===== config.mk =====
export PLATFORM = sky130hd
export DESIGN_NAME = bcd_7seg_scan
export DESIGN_NICKNAME = d
export VERILOG_FILES = /design/src/rtl/bcd_7seg_scan.sv
export SDC_FILE = /design/constraint.sdc
export NUM_CORES = 1
export LEC_CHECK = 0
export BUFFER_PORTS_ARGS = -buffer_cell sky130_fd_sc_hd__buf_2
export CORE_UTILIZATION = 52
export CTS_CLUSTER_DIAMETER = 150
export DETAILED_ROUTE_END_ITERATION = 12
export GPL_TIMING_DRIVEN = 0
export PLACE_DENSITY_LB_ADDON = 0.25
export SLEW_MARGIN = 25
export SYNTH_ARGS = -nofsm -noshare
export SYNTH_HDL_FRONTEND = slang
export SYNTH_SLANG_ARGS = --single-unit

===== constraint.sdc =====
create_clock -name clk -period 2.5 [get_ports clk]
set_input_delay 0.375 -clock clk [delete_from_list [all_inputs] [get_ports clk]]
set_output_delay 0.375 -clock clk [all_outputs]
set_load 0.1 [all_outputs]

===== src/rtl/bcd_7seg_scan.sv =====
// bcd_7seg_scan: time-multiplexed driver for a common-segment 7-segment display.
// Captures a packed BCD word on load and lights one digit at a time, CLK_DIV
// cycles per digit. Supports leading-zero blanking and shows a dash for
// invalid BCD nibbles.
//
// Ports:
//   clk        rising-edge system clock
//   rst        asynchronous active-high reset
//   bcd_in     packed BCD, nibble k = bcd_in[4k+3:4k], k=0 least significant
//   load       capture strobe for bcd_in (re-captures every edge while high)
//   seg        registered segment drive, active-high, seg[0]=a .. seg[6]=g
//   an         registered one-hot digit enable, an[k] lights digit k
//   frame_done registered one-cycle pulse on the edge the scan wraps to digit 0
module bcd_7seg_scan #(
  parameter int unsigned NDIG     = 3,
  parameter int unsigned CLK_DIV  = 4,
  parameter bit          BLANK_LZ = 1'b1
) (
  input  logic              clk,
  input  logic              rst,
  input  logic [4*NDIG-1:0] bcd_in,
  input  logic              load,
  output logic [6:0]        seg,
  output logic [NDIG-1:0]   an,
  output logic              frame_done
);

  localparam int unsigned PW = (CLK_DIV > 1) ? $clog2(CLK_DIV) : 1;
  localparam int unsigned IW = (NDIG > 1) ? $clog2(NDIG) : 1;
  localparam logic [PW-1:0] PreLast = PW'(CLK_DIV - 1);
  localparam logic [IW-1:0] IdxLast = IW'(NDIG - 1);

  function automatic logic [6:0] seg_decode(input logic [3:0] nib);
    logic [6:0] s;
    case (nib)
      4'd0:    s = 7'h3F;
      4'd1:    s = 7'h06;
      4'd2:    s = 7'h5B;
      4'd3:    s = 7'h4F;
      4'd4:    s = 7'h66;
      4'd5:    s = 7'h6D;
      4'd6:    s = 7'h7D;
      4'd7:    s = 7'h07;
      4'd8:    s = 7'h7F;
      4'd9:    s = 7'h6F;
      default: s = 7'h40; // invalid BCD: dash
    endcase
    return s;
  endfunction

  logic [4*NDIG-1:0] disp_q, disp_d;
  logic [PW-1:0]     pre_q, pre_d;
  logic [IW-1:0]     idx_q, idx_d;
  logic [6:0]        seg_q, seg_d;
  logic [NDIG-1:0]   an_q, an_d;
  logic              fd_q, fd_d;

  logic [NDIG-1:0]   blank;
  logic [3:0]        cur_nib;
  logic              cur_blank;
  logic              slot_end;

  // Digit k blanks when it and every more significant nibble is zero; digit 0
  // never blanks. Invalid nibbles are nonzero and so stop the blanking run.
  always_comb begin
    logic upper_zero;
    blank      = '0;
    upper_zero = 1'b1;
    for (int k = NDIG - 1; k >= 0; k--) begin
      upper_zero = upper_zero & (disp_q[4*k +: 4] == 4'd0);
      if (BLANK_LZ && (k > 0)) begin
        blank[k] = upper_zero;
      end
    end
  end

  always_comb begin
    cur_nib   = 4'd0;
    cur_blank = 1'b0;
    an_d      = '0;
    for (int k = 0; k < NDIG; k++) begin
      if (idx_q == IW'(k)) begin
        cur_nib   = disp_q[4*k +: 4];
        cur_blank = blank[k];
        an_d[k]   = 1'b1;
      end
    end
  end

  always_comb begin
    slot_end = (pre_q == PreLast);
    disp_d   = load ? bcd_in : disp_q;
    pre_d    = slot_end ? '0 : pre_q + 1'b1;
    idx_d    = idx_q;
    if (slot_end) begin
      idx_d = (idx_q == IdxLast) ? '0 : idx_q + 1'b1;
    end
    seg_d = cur_blank ? 7'h00 : seg_decode(cur_nib);
    fd_d  = slot_end && (idx_q == IdxLast);
  end

  always_ff @(posedge clk or posedge rst) begin
    if (rst) begin
      disp_q <= '0;
      pre_q  <= '0;
      idx_q  <= '0;
      seg_q  <= 7'h00;
      an_q   <= '0;
      fd_q   <= 1'b0;
    end else begin
      disp_q <= disp_d;
      pre_q  <= pre_d;
      idx_q  <= idx_d;
      seg_q  <= seg_d;
      an_q   <= an_d;
      fd_q   <= fd_d;
    end
  end

  assign seg        = seg_q;
  assign an         = an_q;
  assign frame_done = fd_q;

endmodule


==> results of run 1 <==
-- placed cells by master, fill, tap and decap left out, types with 2 or more instances in the layout --
| cell type | n |
|---|---|
| inv_1 | 4 |
| a21oi_1 | 2 |
| buf_2 | 25 |
| clkbuf_4 | 3 |
| nor2_1 | 4 |
| mux2_2 | 13 |
| nand2_1 | 5 |
| mux2_1 | 3 |
| ha_1 | 5 |
| mux2i_1 | 4 |
| a211oi_1 | 3 |
| dfrtp_1 | 27 |
| nand2b_1 | 2 |
| o22a_1 | 2 |
| a311oi_1 | 2 |
| buf_4 | 2 |
-- logic make-up (layout without fill, tap and decap cells) --
logic type | after synthesis | after routing | synth area share, %
AO/OA/AOI/OAI | 14 | 14 | 11.1
adder cells (fa/ha/maj) | 5 | 5 | 5.03
buffers and inverters | 9 | 38 | 3.92
flip-flops | 27 | 27 | 54.3
multiplexers | 21 | 21 | 18.8
AND/OR/NAND/NOR | 17 | 17 | 6.84
-- stage by stage --
stage / hold slack (ns) / std cells / setup slack [ns] / total power, µW
global route: 0.141 / 150 / 0.383 / 1000
global placement: 0.413 / 146 / 0.609 / 773
finish: 0.109 / 150 / 0.519 / 956
floorplan: 0.403 / 93 / 0.724 / 728
detailed placement: 0.448 / 146 / 0.522 / 779
CTS: 0.265 / 150 / 0.490 / 963
-- layer usage --
| layer | track usage, % | up-vias | part of all wire [%] |
|---|---|---|---|
| met4 | 11.1 | 0 | 1.9 |
| met5 | 0 | - | 0 |
| li1 | - | 387 | - |
| met2 | 31.4 | 25 | 52 |
| met1 | 20.7 | 392 | 41 |
| met3 | 5.36 | 4 | 5.0 |
-- registers in the layout, indices dropped and copies added (netlist names) --
signal,cells
idx_q,2
disp_q,12
seg,7
an,3
pre_q,2
frame_done,1
-- report_power, final --
part | total, µW | internal (µW) | switching (µW)
logic | 275 | 71.8 | 203
registers | 494 | 474 | 19.8
clock network | 187 | 60.1 | 127
-- worst max-delay path, stage by stage (launching register included) --
cell	delay, ns
dfrtp_1	0.38
buf_6	0.15
mux2i_1	0.22
o22a_1	0.27
inv_1	0.09
ha_1	0.30
mux2_1	0.29
a211oi_1	0.22
-- cell type report --
cell class                 instances  area (µm²)  area share, %
buffer                             4        30.0           2.10
tap                               28        35.0           2.45
clock inverter                     1        5.00          0.350
multi-input combinational         57         519           36.3
inverter                           5        18.8           1.31
clock buffer                       3        22.5           1.57
sequential                        27         676           47.2
timing repair buffer              25         125           8.74
-- how the worst max path moves through the flow --
stage | start | end | slack (ns) | cells past startpoint
after floorplan | idx_q[1] | seg[3] | 0.72 | 7
after global placement | idx_q[1] | seg[3] | 0.61 | 7
after detailed placement | idx_q[1] | seg[3] | 0.52 | 7
after CTS | idx_q[1] | seg[3] | 0.49 | 7
after global routing | idx_q[1] | seg[3] | 0.38 | 7
final | idx_q[1] | seg[3] | 0.52 | 7
==> results.yml, run 1 <==
outcome:
  status: "finished clean"
flow_run:
  drv_cap: 0
sta:
  setup_viol: 0
  final.setup.tns_ns: 0
  skew_ns: 0.00847
  finalHoldViolations: 0
  worst_slew_pin_slew_ns: 0.926
  slew_violations: 0
  rsz0062_at_grt: "false"
  max_slew_margin_pct: 37.9
  max_freq_mhz: 505
  min_period_ns: 1.98
  post-route-period-util_pct: 79.2
clock_network:
  postCtsSetupRepairBufs: 0
  cts_made_buffers: 3
  h-tree-depth: 1
  cts_resized: 0
  hold_buffers: 0
  cts_tree: "yes"
  cts_max_path_buffers: 2
  cts-root-buf: "clkbuf_4"
  clk_latency_ns: 0.33
  path_clk_slew_ns: 0.15
  cts.sinks: 27
layout:
  drive_gt1_share_pct: 40.2
  fill_cells: 184
  final_area_um2: 1430
  post-route-util_pct: 64.1
  syn2layout_area_growth_pct: 15.1
  fin_nets: 143
  antenna_cells: 0
power_and_ir_drop:
  power_density_nw_per_um2: 668
  p_leak_uw: 0.000661
  peakVddDrop_mv: 0.463
placed_design:
  dp_hpwl_um: 1480
  portBuffers: 25
  gp_congestion: 0.821
  placed_cell_area_um2: 1400
routing:
  drt-vias-per-instance: 5.39
  avgRoutedWirePerCell_um: 13.1
  finalWirelength_um: 1970
  drt_iter0_markers: 3
  vias: 808
  dr.pass1.iters: 4
  drc: 0
  antenna_left: 0
synthesis:
  synthFlopType: "dfrtp_1"
  yosys.area.top_type: "dfrtp_1"
  ys_types: 28
  netlist_area_um2: 1240
  ys_seq_area_share_pct: 54.3
  synth_common_cells: "27 x dfrtp_1, 13 x mux2_2, 5 x ha_1, 5 x inv_1, 5 x nand2_1"
  synth.avg_cell_area_um2: 13.4
  ys_top_cells_by_area: "dfrtp_1 54%, mux2_2 12%, ha_1 5.0%"
  ys_ff_latch: 27
  synth-edff-count: 0
  ys_warn_count: 0
  synthArstFlopShare_pct: 100
  post-synth-top-count-cell: "dfrtp_1"
  yosysTopAreaCellShare_pct: 54.3
  netlist_instances: 93
  syn_nets: 113
critical_path:
  rrSetupSlack_ns: 0.52
  worstSetupPathType: "flop to flop"
  cp_data_arrival_time_ns: 2.23
  reg2reg_to: "seg[3]"
  crit_required_ns: 2.75
  rr_startpoint: "idx_q[1]"
  startpoint_type: "flop"
  end_kind: "flop"
  cp_max_fo: 10
  rr_worst_depth: 7
die:
  die_width_um: 50.9
  num_rows: 17
  die_area_um2: 2590
  io_pins: 26
  floorplan.initialDensity_pct: 55.7
  fp.coreArea_um2: 2230
  die_h_um: 50.9
global_routing:
  grt.overflow.total: 0
  grtUsageTotal_pct: 18.6
  antenna_found_initial: 0
  grt_start_max_net_pins: 28
  grt_pass1_vias: 791
  grt_first_pass_wirelength_um: 3470
min_path:
  hold_class: "input port to async pin"
Note: power is estimated with default switching activity, not from simulation.
==> run 2: changes to the inputs <==
ABC_AREA = 1   (was unset)
CORE_UTILIZATION = 47   (was 52)
clock period = 1.6 ns   (was 2.5 ns; I/O delays follow)
==> run 2 against run 1 <==
- the flow now finishes with violations (setup timing)
- routed wire length rose by 30%
- final cell count rose by 37%
- largest power group unchanged
- highest routed layer unchanged
- sequential share of layout area fell by 5.6 points
- largest cell class unchanged
- critical path type unchanged
==> results.yml, run 2 <==
routing:
  drt-vias-per-instance: 4.94
  drc: 0
  dr.pass1.iters: 6
  avgRoutedWirePerCell_um: 12.5
  finalWirelength_um: 2560
  vias: 1013
  antenna_left: 0
  drt_iter0_markers: 10
clock_network:
  path_clk_slew_ns: 0.15
  h-tree-depth: 1
  cts_tree: "yes"
  cts_max_path_buffers: 2
  cts-root-buf: "clkbuf_4"
  cts_made_buffers: 3
  cts.sinks: 27
  clk_latency_ns: 0.35
min_path:
  hold_class: "input port to flop"
  worstHoldPathCells: 3
  holdPathEnd: "disp_q[11]"
  min_from: "bcd_in[11]"
synthesis:
  ys_warn_count: 0
  synth.avg_cell_area_um2: 9.05
  ys_top_cells_by_area: "dfrtp_1 55%, nand2_1 9.8%, mux2_2 6.5%"
  yosys.area.top_type: "dfrtp_1"
  netlist_area_um2: 1220
  ys_ff_latch: 27
  syn_nets: 155
  synth-edff-count: 0
  yosysTopAreaCellShare_pct: 55.3
  synthFlopType: "dfrtp_1"
  synth_common_cells: "32 x nand2_1, 27 x dfrtp_1, 19 x nor2_1"
  ys_seq_area_share_pct: 55.3
  post-synth-top-count-cell: "nand2_1"
  synthArstFlopShare_pct: 100
  netlist_instances: 135
  ys_types: 16
sta:
  finalHoldViolations: 0
  setup_viol: 2
  setup_slack_ns: -0.0406
  min_period_ns: 1.64
  slew_violations: 0
  post-route-period-util_pct: 103
  worst_slew_pin_slew_ns: 0.556
  skew_ns: 0.00482
  max_freq_mhz: 610
  rsz0062_at_grt: "true"
  max_slew_margin_pct: 62.9
die:
  die_width_um: 53.0
  die_h_um: 53.0
  floorplan.initialDensity_pct: 49.7
  io_pins: 26
  num_rows: 18
  die_area_um2: 2810
  fp.coreArea_um2: 2450
critical_path:
  startpoint_type: "flop"
  crit_required_ns: 1.89
  crit_top_cell: "nor2_1"
  cp_max_fo: 5
  end_kind: "flop"
  rrSetupSlack_ns: -0.04
  cp_slowest_cell: "dfrtp_2"
  reg2reg_to: "seg[0]"
  cp_data_arrival_time_ns: 1.93
  rr_startpoint: "idx_q[0]"
  worstSetupPathType: "flop to flop"
  worstPathCellList: "clkinv_4 > nand2_8 > inv_4 > nand2_4 > nand3_4 > ha_1 > inv_1 > nand4_1 > nand2_1 > nor2_1 > nor2_1"
  crit_family: "simple AND/OR/NAND/NOR gates"
  slowest_delay_ns: 0.48
  rr_worst_depth: 11
  worst-path-buf-inv: 3
layout:
  largest-register: "disp_q"
  drive_gt1_share_pct: 44.0
  post-route-util_pct: 66.4
  largest_register_ffs: 12
  fin_nets: 196
  final_cell_mix: "25 x nand2_1, 25 x dfrtp_1, 24 x buf_2, 17 x nor2_1, 11 x inv_1"
  antenna_cells: 0
  syn2layout_area_growth_pct: 33.5
global_routing:
  antenna_found_initial: 0
  grt_start_max_net_pins: 28
  grtUsageTotal_pct: 19.0
  grt_pass1_vias: 905
  grt_first_pass_wirelength_um: 3850
  grt.overflow.total: 0
power_and_ir_drop:
  p_seq_share_pct: 49.1
  pwr-share-comb_pct: 31.1
  p_leak_uw: 0.000844
  switchingPower_uw: 607
  power_uw: 1560
  switching_share_pct: 38.9
  peakVddDrop_mv: 0.696
  p_int_uw: 954
  power_density_nw_per_um2: 958
  clock_power_share_pct: 19.8
outcome:
  violations: "setup timing"
  status: "finished with violations"
flow_run:
  drv_cap: 0
placed_design:
  dp_hpwl_um: 1640
  portBuffers: 24
  place_ws_ns: -0.165
  gp_congestion: 0.855
## run 2: cell count changes after synthesis, sizes merged, moves of 4 or more
cell   before  now
buf         4    0
mux2       16    7
nand2       5   33
nand3       0    6
mux2i       5    0
nor2        4   22
inv         5   21
o21ai       1    7
## run 2: worst max path at each step
| stage | slack, ns | end | cells after the start | startpoint |
|---|---|---|---|---|
| finish | -0.04 | seg[0] | 11 | idx_q[0] |
| global route | -0.11 | seg[0] | 11 | idx_q[0] |
| floorplan | 0.07 | seg[3] | 11 | idx_q[0] |
| CTS | 0.006 | seg[3] | 11 | idx_q[1] |
| detailed placement | -0.17 | seg[3] | 11 | idx_q[0] |
| global placement | -0.13 | seg[3] | 11 | idx_q[0] |
## run 2: cells by family (layout without fill, tap and decap cells)
logic type,after synthesis,count (layout),synth area share [%]
muxes,7,7,6.46
and+or+nand+nor,65,65,22.5
DFF,27,27,55.3
AOI/OAI and AO/OA,8,8,3.48
adders and majority gates,5,5,5.12
buffers and inverters,23,63,7.07
## run 2: stage by stage
step	hold slack [ns]	std cells	setup TNS, ns	area (µm²)
4_1_cts	0.0989	197	0	1470
2_1_floorplan	0.293	135	0	1220
6_report	0.0904	205	-0.0605	1630
5_1_grt	0.0911	205	-0.501	1630
3_5_place_dp	0.423	189	-0.559	1380
3_3_place_gp	0.414	189	-0.330	1380
## run 2: cell type report
type | count | area [µm²]
multi-input combinational | 85 | 571
inverter | 21 | 88.8
clock buffer | 3 | 22.5
sequential | 27 | 678
timing repair buffer | 36 | 220
clock inverter | 1 | 5.00
tap | 30 | 37.5
buffer | 2 | 7.51
fill | 194 | 825
## run 2: tightest hold or removal path, delay by kind of cell
kind | cells | cell delay [ns]
buf+inv | 1 | 0.08
simple gates | 1 | 0.04
compound gates | 1 | 0.05
## run 2: power groups by stage
stage,clock network (µW),registers (µW),logic (µW)
CTS,307,763,447
floorplan,0,992,135
global route,339,773,521
finish,310,766,486
detailed placement,0,777,432
global placement,0,774,424
## run 2: metal layers
layer	GRT usage [%]	wire length, µm
met3	2.87	139
met5	0	0
met1	22.5	1040
met2	34.4	1300
met4	7.02	68
## run 2: repair_timing
action | 4_1_cts | 5_1_grt
endpoints found under the hold margin | 0 | 27
endpoints found under the setup margin | 5 | 7
pin swaps | 1 | 16
gates resized for setup | 10 | 28
buffers inserted | 4 | 7
hold buffers | 0 | 1
==> run 3: changes to the inputs <==
ABC_AREA = unset   (was 1)
CELL_PAD_IN_SITES_DETAIL_PLACEMENT = 1   (was unset)
CELL_PAD_IN_SITES_GLOBAL_PLACEMENT = 1   (was unset)
CORE_UTILIZATION = 38   (was 47)
clock period = 1.4 ns   (was 1.6 ns; I/O delays follow)
==> run 3 against run 2 <==
- the run still ends with setup timing left
- clock skew down 0.00071 ns
- fmax down 7.4%
- count of clock-buffer cells in the layout rose by 1
- die area rose by 25%
==> results.yml, run 3 (synthesized netlist as in run 1, its figures left out) <==
sta:
  setup_viol: 7
  final.setup.tns_ns: -2.08
  slew_violations: 0
  rsz0062_at_grt: "true"
  post-route-period-util_pct: 127
  max_freq_mhz: 565
  min_period_ns: 1.77
  skew_ns: 0.00410
  setup_slack_ns: -0.371
  finalHoldViolations: 0
  max_slew_margin_pct: 62.3
  worst_slew_pin_slew_ns: 0.565
power_and_ir_drop:
  clock_power_share_pct: 18.2
  pwr-share-comb_pct: 33.5
  switching_share_pct: 36.5
  switchingPower_uw: 667
  p_int_uw: 1160
  power_density_nw_per_um2: 1130
  p_leak_uw: 0.000730
  peakVddDrop_mv: 0.523
  p_seq_share_pct: 48.3
routing:
  antenna_left: 0
  dr.pass1.iters: 4
  drt_iter0_markers: 18
  avgRoutedWirePerCell_um: 14.6
  finalWirelength_um: 2570
  drt-vias-per-instance: 4.93
  drc: 0
  vias: 868
die:
  die_area_um2: 3510
  die_h_um: 59.2
  io_pins: 26
  fp.coreArea_um2: 3080
  die_width_um: 59.2
  floorplan.initialDensity_pct: 40.4
  num_rows: 20
placed_design:
  gp_congestion: 0.692
  placed_cell_area_um2: 1440
  dp_hpwl_um: 1750
  portBuffers: 25
  place_ws_ns: -0.476
  place_inst: 162
critical_path:
  crit_required_ns: 1.65
  cp_max_fo: 5
  worstSetupPathType: "flop to flop"
  end_kind: "flop"
  startpoint_type: "flop"
  cp_data_arrival_time_ns: 2.02
layout:
  fin_nets: 153
  final_cell_mix: "27 x dfrtp_1, 25 x buf_2, 12 x mux2_2, 8 x buf_4, 5 x nand2_1"
  drive_gt1_share_pct: 56.1
  instances_no_fill: 176
  final_area_um2: 1620
  syn2layout_area_growth_pct: 30.1
  largest-register: "disp_q"
  final_common_cell: "dfrtp_1"
  antenna_cells: 0
  largest_register_ffs: 12
clock_network:
  cts_max_path_buffers: 2
  cts_tree: "yes"
  clk_latency_ns: 0.32
  cts_made_buffers: 3
  cts-root-buf: "clkbuf_4"
  path_clk_slew_ns: 0.14
  cts.sinks: 27
  h-tree-depth: 1
outcome:
  status: "finished with violations"
  violations: "setup timing"
flow_run:
  drv_cap: 0
global_routing:
  antenna_found_initial: 0
  grt_pass1_vias: 946
  grt_start_max_net_pins: 28
  grt.overflow.total: 0
  grtUsageTotal_pct: 17.4
  grt_first_pass_wirelength_um: 4510
min_path:
  hold_class: "input port to flop"
[run 3: final timing paths]
check                          start   endpoint  slack [ns]  depth (start not counted)
max                         idx_q[1]     seg[3]       -0.37                          7
min                        bcd_in[1]  disp_q[1]        0.11                          2
max reg2reg                 idx_q[1]     seg[3]       -0.37                          7
min reg2reg                 pre_q[0]   pre_q[0]        0.44                          1
max in group asynchronous        rst      an[2]        0.55                          3
min in group asynchronous        rst     seg[5]        0.47                          3
[run 3: cell type report]
type / count / area (µm²)
Tap cell: 44 / 55.1
Sequential cell: 27 / 676
Buffer: 4 / 30.0
Clock buffer: 4 / 26.3
Inverter: 5 / 18.8
Timing Repair Buffer: 35 / 223
Multi-Input combinational cell: 57 / 589
Fill cell: 335 / 1460
[run 3: worst max-delay path, cell delays in order (launching register included)]
cell	delay [ns]
dfrtp_1	0.39
buf_6	0.14
mux2i_1	0.21
o22a_2	0.22
inv_2	0.07
ha_4	0.24
mux2_4	0.27
a211oi_2	0.17
[run 3: repair_timing]
item | 4_1_cts | 5_1_grt
hold buffers | 0 | 1
setup buffers | 7 | 2
resized for setup | 16 | 3
setup endpoints to repair | 7 | 7
hold endpoints to repair | 0 | 27
gates cloned | 0 | 0
pin swaps | 7 | 3
[run 3: power by group through the flow]
stage               clock network, µW  logic, µW  registers (µW)
floorplan                           0        172            1140
global placement                    0        500             896
detailed placement                  0        513             899
CTS                               351        587             884
global route                      374        647             894
finish                            333        611             883
[run 3: layer usage]
layer	track usage [%]	vias to the layer above	part of all wire (%)
met2	31.0	21	53
met5	0	-	0
met3	2.18	6	2.8
met4	8.16	0	1.8
met1	20.8	435	42
li1	-	406	-
[run 3: metrics by stage]
| stage | hold slack [ns] | utilization, % | power (µW) |
|---|---|---|---|
| after detailed placement | 0.424 | 46.6 | 1410 |
| after global routing | 0.0881 | 52.6 | 1910 |
| after CTS | 0.101 | 51.3 | 1820 |
| after floorplan | 0.263 | - | 1310 |
| after global placement | 0.413 | 46.6 | 1400 |
| final | 0.109 | 52.6 | 1830 |
